===== src/rtl/seg_mux_display.sv =====
// ---------------------------------------------------------------------------
// seg_mux_display
// Time-multiplexed 7-segment display driver with dead-time ghosting guard
// and PWM brightness control.
//
// Parameters
//   NUM_DIGITS  : number of multiplexed digit positions (1..8)
//   REFRESH_DIV : clk cycles per digit slot (>= 2)
//
// Ports
//   clk        : system clock, rising edge
//   rst        : synchronous active-high reset
//   digits     : packed hex nibbles, digit i at [4i+3:4i], digit 0 rightmost
//   dp_in      : decimal point request per digit (1 = lit)
//   blank_mask : 1 = force digit i dark
//   brightness : PWM level 0..15 (15 = full on)
//   segments   : active-low segments {g,f,e,d,c,b,a} (registered)
//   dp         : active-low decimal point (registered)
//   anodes     : active-low one-cold digit enables (registered)
//
// Build option
//   SEG_MUX_LEADING_ZERO_BLANK_EN : when defined, leading zero digits
//   (i >= 1, with no decimal point at or above them) are blanked.
// ---------------------------------------------------------------------------
module seg_mux_display #(
    parameter int unsigned NUM_DIGITS  = 4,
    parameter int unsigned REFRESH_DIV = 50000
) (
    input  logic                      clk,
    input  logic                      rst,
    input  logic [4*NUM_DIGITS-1:0]   digits,
    input  logic [NUM_DIGITS-1:0]     dp_in,
    input  logic [NUM_DIGITS-1:0]     blank_mask,
    input  logic [3:0]                brightness,
    output logic [6:0]                segments,
    output logic                      dp,
    output logic [NUM_DIGITS-1:0]     anodes
);

    localparam int unsigned CNT_W = (REFRESH_DIV > 2) ? $clog2(REFRESH_DIV) : 1;
    localparam int unsigned IDX_W = (NUM_DIGITS > 1) ? $clog2(NUM_DIGITS) : 1;

    // Scan state
    logic [CNT_W-1:0]      slot_cnt_q,   slot_cnt_d;
    logic [IDX_W-1:0]      scan_idx_q,   scan_idx_d;
    logic [3:0]            pwm_cnt_q,    pwm_cnt_d;

    // Slot register: values frozen for the duration of one digit slot
    logic [3:0]            slot_nib_q,   slot_nib_d;
    logic                  slot_dp_q,    slot_dp_d;
    logic                  slot_blank_q, slot_blank_d;
    logic [IDX_W-1:0]      slot_idx_q,   slot_idx_d;

    // Registered outputs
    logic [6:0]            segments_q,   segments_d;
    logic                  dp_q,         dp_d;
    logic [NUM_DIGITS-1:0] anodes_q,     anodes_d;

    // Input selection for the digit about to be captured
    logic [3:0]            sel_nib;
    logic                  sel_dp;
    logic                  sel_blank;
    logic                  lz_blank;
    logic                  upper_zero;

    logic                  slot_start;
    logic                  slot_end;
    logic                  dead_time;
    logic                  lit;
    logic [6:0]            seg_dec;

    // Mux the digit addressed by scan_idx
    always_comb begin
        sel_nib   = 4'h0;
        sel_dp    = 1'b0;
        sel_blank = 1'b0;
        for (int i = 0; i < int'(NUM_DIGITS); i++) begin
            if (scan_idx_q == IDX_W'(i)) begin
                sel_nib   = digits[4*i +: 4];
                sel_dp    = dp_in[i];
                sel_blank = blank_mask[i];
            end
        end
    end

`ifdef SEG_MUX_LEADING_ZERO_BLANK_EN
    // Walk from the most significant digit down; a digit is a leading zero
    // while every digit at or above it is zero with no decimal point.
    always_comb begin
        lz_blank   = 1'b0;
        upper_zero = 1'b1;
        for (int i = int'(NUM_DIGITS) - 1; i >= 1; i--) begin
            upper_zero = upper_zero && (digits[4*i +: 4] == 4'h0) && !dp_in[i];
            if (scan_idx_q == IDX_W'(i)) begin
                lz_blank = upper_zero;
            end
        end
    end
`else
    always_comb begin
        lz_blank   = 1'b0;
        upper_zero = 1'b0;
    end
`endif

    // Full hex decode, active-low {g,f,e,d,c,b,a}
    always_comb begin
        seg_dec = 7'b1111111;
        case (slot_nib_q)
            4'h0: seg_dec = 7'b1000000;
            4'h1: seg_dec = 7'b1111001;
            4'h2: seg_dec = 7'b0100100;
            4'h3: seg_dec = 7'b0110000;
            4'h4: seg_dec = 7'b0011001;
            4'h5: seg_dec = 7'b0010010;
            4'h6: seg_dec = 7'b0000010;
            4'h7: seg_dec = 7'b1111000;
            4'h8: seg_dec = 7'b0000000;
            4'h9: seg_dec = 7'b0010000;
            4'hA: seg_dec = 7'b0001000;
            4'hB: seg_dec = 7'b0000011;
            4'hC: seg_dec = 7'b1000110;
            4'hD: seg_dec = 7'b0100001;
            4'hE: seg_dec = 7'b0000110;
            4'hF: seg_dec = 7'b0001110;
            default: seg_dec = 7'b1111111;
        endcase
    end

    // Next-state and output formation
    always_comb begin
        slot_cnt_d   = slot_cnt_q;
        scan_idx_d   = scan_idx_q;
        pwm_cnt_d    = pwm_cnt_q + 4'd1;
        slot_nib_d   = slot_nib_q;
        slot_dp_d    = slot_dp_q;
        slot_blank_d = slot_blank_q;
        slot_idx_d   = slot_idx_q;
        segments_d   = 7'b1111111;
        dp_d         = 1'b1;
        anodes_d     = '1;

        slot_start = (slot_cnt_q == '0);
        slot_end   = (slot_cnt_q == CNT_W'(REFRESH_DIV - 1));
        // First two cycles of each slot keep all anodes off
        dead_time  = (slot_cnt_q == '0) || (slot_cnt_q == CNT_W'(1));

        if (slot_end) begin
            slot_cnt_d = '0;
            if (scan_idx_q == IDX_W'(NUM_DIGITS - 1)) begin
                scan_idx_d = '0;
            end else begin
                scan_idx_d = scan_idx_q + IDX_W'(1);
            end
        end else begin
            slot_cnt_d = slot_cnt_q + CNT_W'(1);
        end

        if (slot_start) begin
            slot_nib_d   = sel_nib;
            slot_dp_d    = sel_dp;
            slot_blank_d = sel_blank || lz_blank;
            slot_idx_d   = scan_idx_q;
        end

        lit = !dead_time && !slot_blank_q && (pwm_cnt_q <= brightness);

        if (lit) begin
            segments_d = seg_dec;
            dp_d       = !slot_dp_q;
            anodes_d   = ~(NUM_DIGITS'(1) << slot_idx_q);
        end
    end

    // State register
    always_ff @(posedge clk) begin
        if (rst) begin
            slot_cnt_q   <= '0;
            scan_idx_q   <= '0;
            pwm_cnt_q    <= 4'h0;
            slot_nib_q   <= 4'h0;
            slot_dp_q    <= 1'b0;
            slot_blank_q <= 1'b0;
            slot_idx_q   <= '0;
            segments_q   <= 7'b1111111;
            dp_q         <= 1'b1;
            anodes_q     <= '1;
        end else begin
            slot_cnt_q   <= slot_cnt_d;
            scan_idx_q   <= scan_idx_d;
            pwm_cnt_q    <= pwm_cnt_d;
            slot_nib_q   <= slot_nib_d;
            slot_dp_q    <= slot_dp_d;
            slot_blank_q <= slot_blank_d;
            slot_idx_q   <= slot_idx_d;
            segments_q   <= segments_d;
            dp_q         <= dp_d;
            anodes_q     <= anodes_d;
        end
    end

    assign segments = segments_q;
    assign dp       = dp_q;
    assign anodes   = anodes_q;

endmodule


===== config.mk =====
export PLATFORM = sky130hd
export DESIGN_NAME = seg_mux_display
export DESIGN_NICKNAME = d
export VERILOG_FILES = /design/src/rtl/seg_mux_display.sv
export SDC_FILE = /design/constraint.sdc
export NUM_CORES = 1
export LEC_CHECK = 0
export CAP_MARGIN = 15
export CORE_ASPECT_RATIO = 0.5
export CORE_MARGIN = 2
export CORE_UTILIZATION = 52
export DETAILED_ROUTE_END_ITERATION = 6
export GPL_TIMING_DRIVEN = 0
export PLACE_DENSITY = 0.8
export SYNTH_ARGS = -nofsm -noshare
export SYNTH_HDL_FRONTEND = slang
export SYNTH_SLANG_ARGS = --single-unit

===== constraint.sdc =====
create_clock -name clk -period 2.99 [get_ports clk]
set_clock_uncertainty 0.15 [all_clocks]
set_input_delay 0.598 -clock clk [delete_from_list [all_inputs] [get_ports clk]]
set_output_delay 0.598 -clock clk [all_outputs]
set_load 0.005 [all_outputs]

==> metrics.md <==
| Metric | Value |
|---|---|
| CP Capture Type | flip-flop |
| Synth top area cells | dfxtp_1, ha_1, xnor2_1, nor2_1, inv_1 |
| Synth top area share | 0.371 |
| Placed cell area | 2730 um2 |
| Sequential share of the synthesized area | 0.371 |
| Max Cap Violations | 0 |
| Setup TNS | 0 ns |
| Relative slew slack | 0.669 |
| Worst Hold Class | reg2reg |
| RSZ-0062 raised after global routing | false |
| Initial DRT Pass Iterations | 4 |
| Gr ovfl total | 0 |
| Chip Height | ~51 um |
| Clk pin slew, worst setup/hold paths | about 0.08 ns |
| HPWL Detailed | 3.56 mm |
| R2r startpoint | slot_cnt_q[0] |
| Placer Congestion | between 0.8 and 0.9 |
| Syn avg cell area | 9.16 um2 |
| Initial antenna violation count | 0 |
| Max Clk Rate | around 380 MHz |
| First-pass GRT wire length | about 8.4 mm |
| # diodes | 0 |
| Fillers | around 330 |
| Yosys warning total | 0 |
| Synth unique cells | 42 |
| Rows | 16 |
| FF-to-FF path depth | 7 |
| IO Count | 42 |
| Critical path class | in2reg |
| DR vias/cell | 5.37 |
| Pleak | 1.05 nW |
| Synth async-reset ratio | 0 |
| Die area | around 5000 um2 |
| Final Max Tran Viols | 0 |
| H-tree level count | 2 |
| Fin util | 0.704 |
| Largest net degree at the start of global routing | 14 |
| Die Width | a little under 100 um |
| CTS Buf Count | 5 |
| Worst-path fanout max | 10 |
| Clock Path Buffers | 2 |
| Run status | finished, final reports clean |
| Routed Antenna Nets | 0 |
| Fin crit period | 2.66 ns |
| Post-synth EDFFs | 0 |
| Ratio of cells with drive above 1 in the final layout | 0.119 |
| Total track usage | 0.210 |
| Nets | about 340 |
| Final WL | 4.68 mm |
| CTS Root Cell | clkbuf_8 |
| Post-Syn Instances | between 200 and 250 |
| CTS sink cnt | 42 |
| Core Region | slightly above 4000 um2 |
| Vias | about 1.9k |
| Area Growth Syn to Fin | 25.8% |
| Hold Fails Final Rpt | 0 |
| #FFs+latches synth | 42 |
| DRC | 0 |
| Least-Margin Pin Slew | between 0.4 and 0.5 ns |
| Crit path launch | brightness[1] |
| Worst EP required | around 3 ns |
| HP Start | slot_dp_q |
| CTS tree | built |
| Final Cell Area | about 2800 um2 |
| Reg-to-reg slack, setup | approximately 0.67 ns |
| Top_reg_cell synth | dfxtp_1 |
| Setup-failing EPs final | 0 |
| PD cells | roughly 460 nW/um2 |
| # port buffers | 40 |
| Fin crit share | 0.889 |
| Syn Std Cell Area | approximately 2300 um2 |
| CP Data Arrival Time | ~2.7 ns |
| Wire per inst | approximately 13 um |
| Hold Path Stages | 1 |
| Initial drt markers | between 70 and 80 |
| Vias in the first global route | around 1.9k |
| VDD IR max | between 200 and 250 uV |
| Clock latency on the worst-skew pair | 0.29 ns |
| Yosys top cell by area | dfxtp_1 |
| Mapped Nets | about 300 |
| Starting Density | 0.560 |
| Kind of start point of the critical path | input pin |
[power breakdown]
group | leakage (nW) | switching (W) | internal (W)
Sequential | 0.343 | 0.0000235 | 0.000590
Combinational | 0.650 | 0.000114 | 0.000129
Clock | 0.0579 | 0.000194 | 0.000246
Total | 1.05 | 0.000332 | 0.000965
[layout make-up]
cell class                 instances  area [um2]  area share
multi-input combinational        176        1280       0.449
sequential                        42         841       0.295
timing repair buffer              40         400       0.141
buffer                            12        86.3      0.0303
clock buffer                       5        68.8      0.0242
tap                               54        67.6      0.0237
inverter                          17        63.8      0.0224
clock inverter                     3        40.0      0.0141
[synth_stat cells, types with 5 or more instances]
master	instances
dfxtp_1	42
nor2_1	24
ha_1	18
inv_1	17
nand2_1	15
xnor2_1	14
nand3_1	12
nor2_2	10
nor2b_1	8
nand4_1	7
mux2i_1	6
nor3_1	6
a21oi_1	5
a221oi_1	5
clkbuf_1	5
o2111ai_1	5
[per-layer routing]
layer | global-route usage | vias to the layer above | routed length, um
li1 | - | 958 | -
met1 | 0.257 | 869 | 2270
met2 | 0.370 | 40 | 2150
met3 | 0.0585 | 7 | 209
met4 | 0.0532 | 0 | 43
met5 | 0 | - | 0
[state kept, by name, summed over array words and instances, names as in the netlist]
name,cells
slot_cnt_q,16
pwm_cnt_q,4
dp,1
scan_idx_q,2
slot_nib_q,4
segments,7
slot_blank_q,1
slot_idx_q,2
anodes,4
slot_dp_q,1
[kinds of logic (layout without fill, tap and decap cells)]
logic type	Yosys count	count (layout)	synth area share
adder cells (fa/ha/maj)	18	18	0.0995
AND/OR/NAND/NOR	106	106	0.275
XOR/XNOR	16	16	0.0619
AO/OA/AOI/OAI	30	30	0.0995
flip-flops	42	42	0.371
multiplexers	6	6	0.0265
buffers and inverters	29	77	0.0663
[worst paths after layout]
check,to
max,segments[2]
min,dp
max reg2reg,slot_nib_q[3]
min reg2reg,dp
[through the flow]
| stage | std cells | hold WS [ns] | setup WS, ns | power, W |
|---|---|---|---|---|
| after floorplan | 247 | 0.218 | 0.699 | 0.000767 |
| after global placement | 341 | 0.235 | -0.0753 | 0.000859 |
| after detailed placement | 341 | 0.245 | -0.132 | 0.000868 |
| after CTS | 349 | 0.263 | 0.170 | 0.00131 |
| after global routing | 349 | 0.297 | 0.175 | 0.00137 |
| final | 349 | 0.262 | 0.333 | 0.00130 |
[cell usage in the layout (no fill, tap or decap), types with 4 or more instances in the layout]
master and n:
mux2i_1 6, clkbuf_8 5, nor3b_2 4, nor2b_1 8, xnor2_1 14, a221oi_1 5, nor2_1 24, nor4_1 4
nand4_1 7, nor2_2 10, a21oi_1 5, ha_1 18, dfxtp_1 42, nand2_1 15, o2111ai_1 5, o311ai_0 4
clkbuf_1 5, nor3_1 6, clkdlybuf4s50_1 40, nand3_1 12, inv_1 17
[worst max-delay path: stages]
cell and delay, ns:
clkdlybuf4s50_1 0.45, inv_1 0.04, ha_1 0.32, nor2b_1 0.15, o2111ai_1 0.17, nor4b_2 0.34
clkbuf_1 0.39, o2111ai_1 0.19
[what timing repair did]
item	CTS	global route
buffers inserted	0	0
endpoints found under the hold margin	0	0
endpoints found under the setup margin	0	3
resized for setup	0	1
hold buffers	0	0
Power figures use the tool's default switching activity.
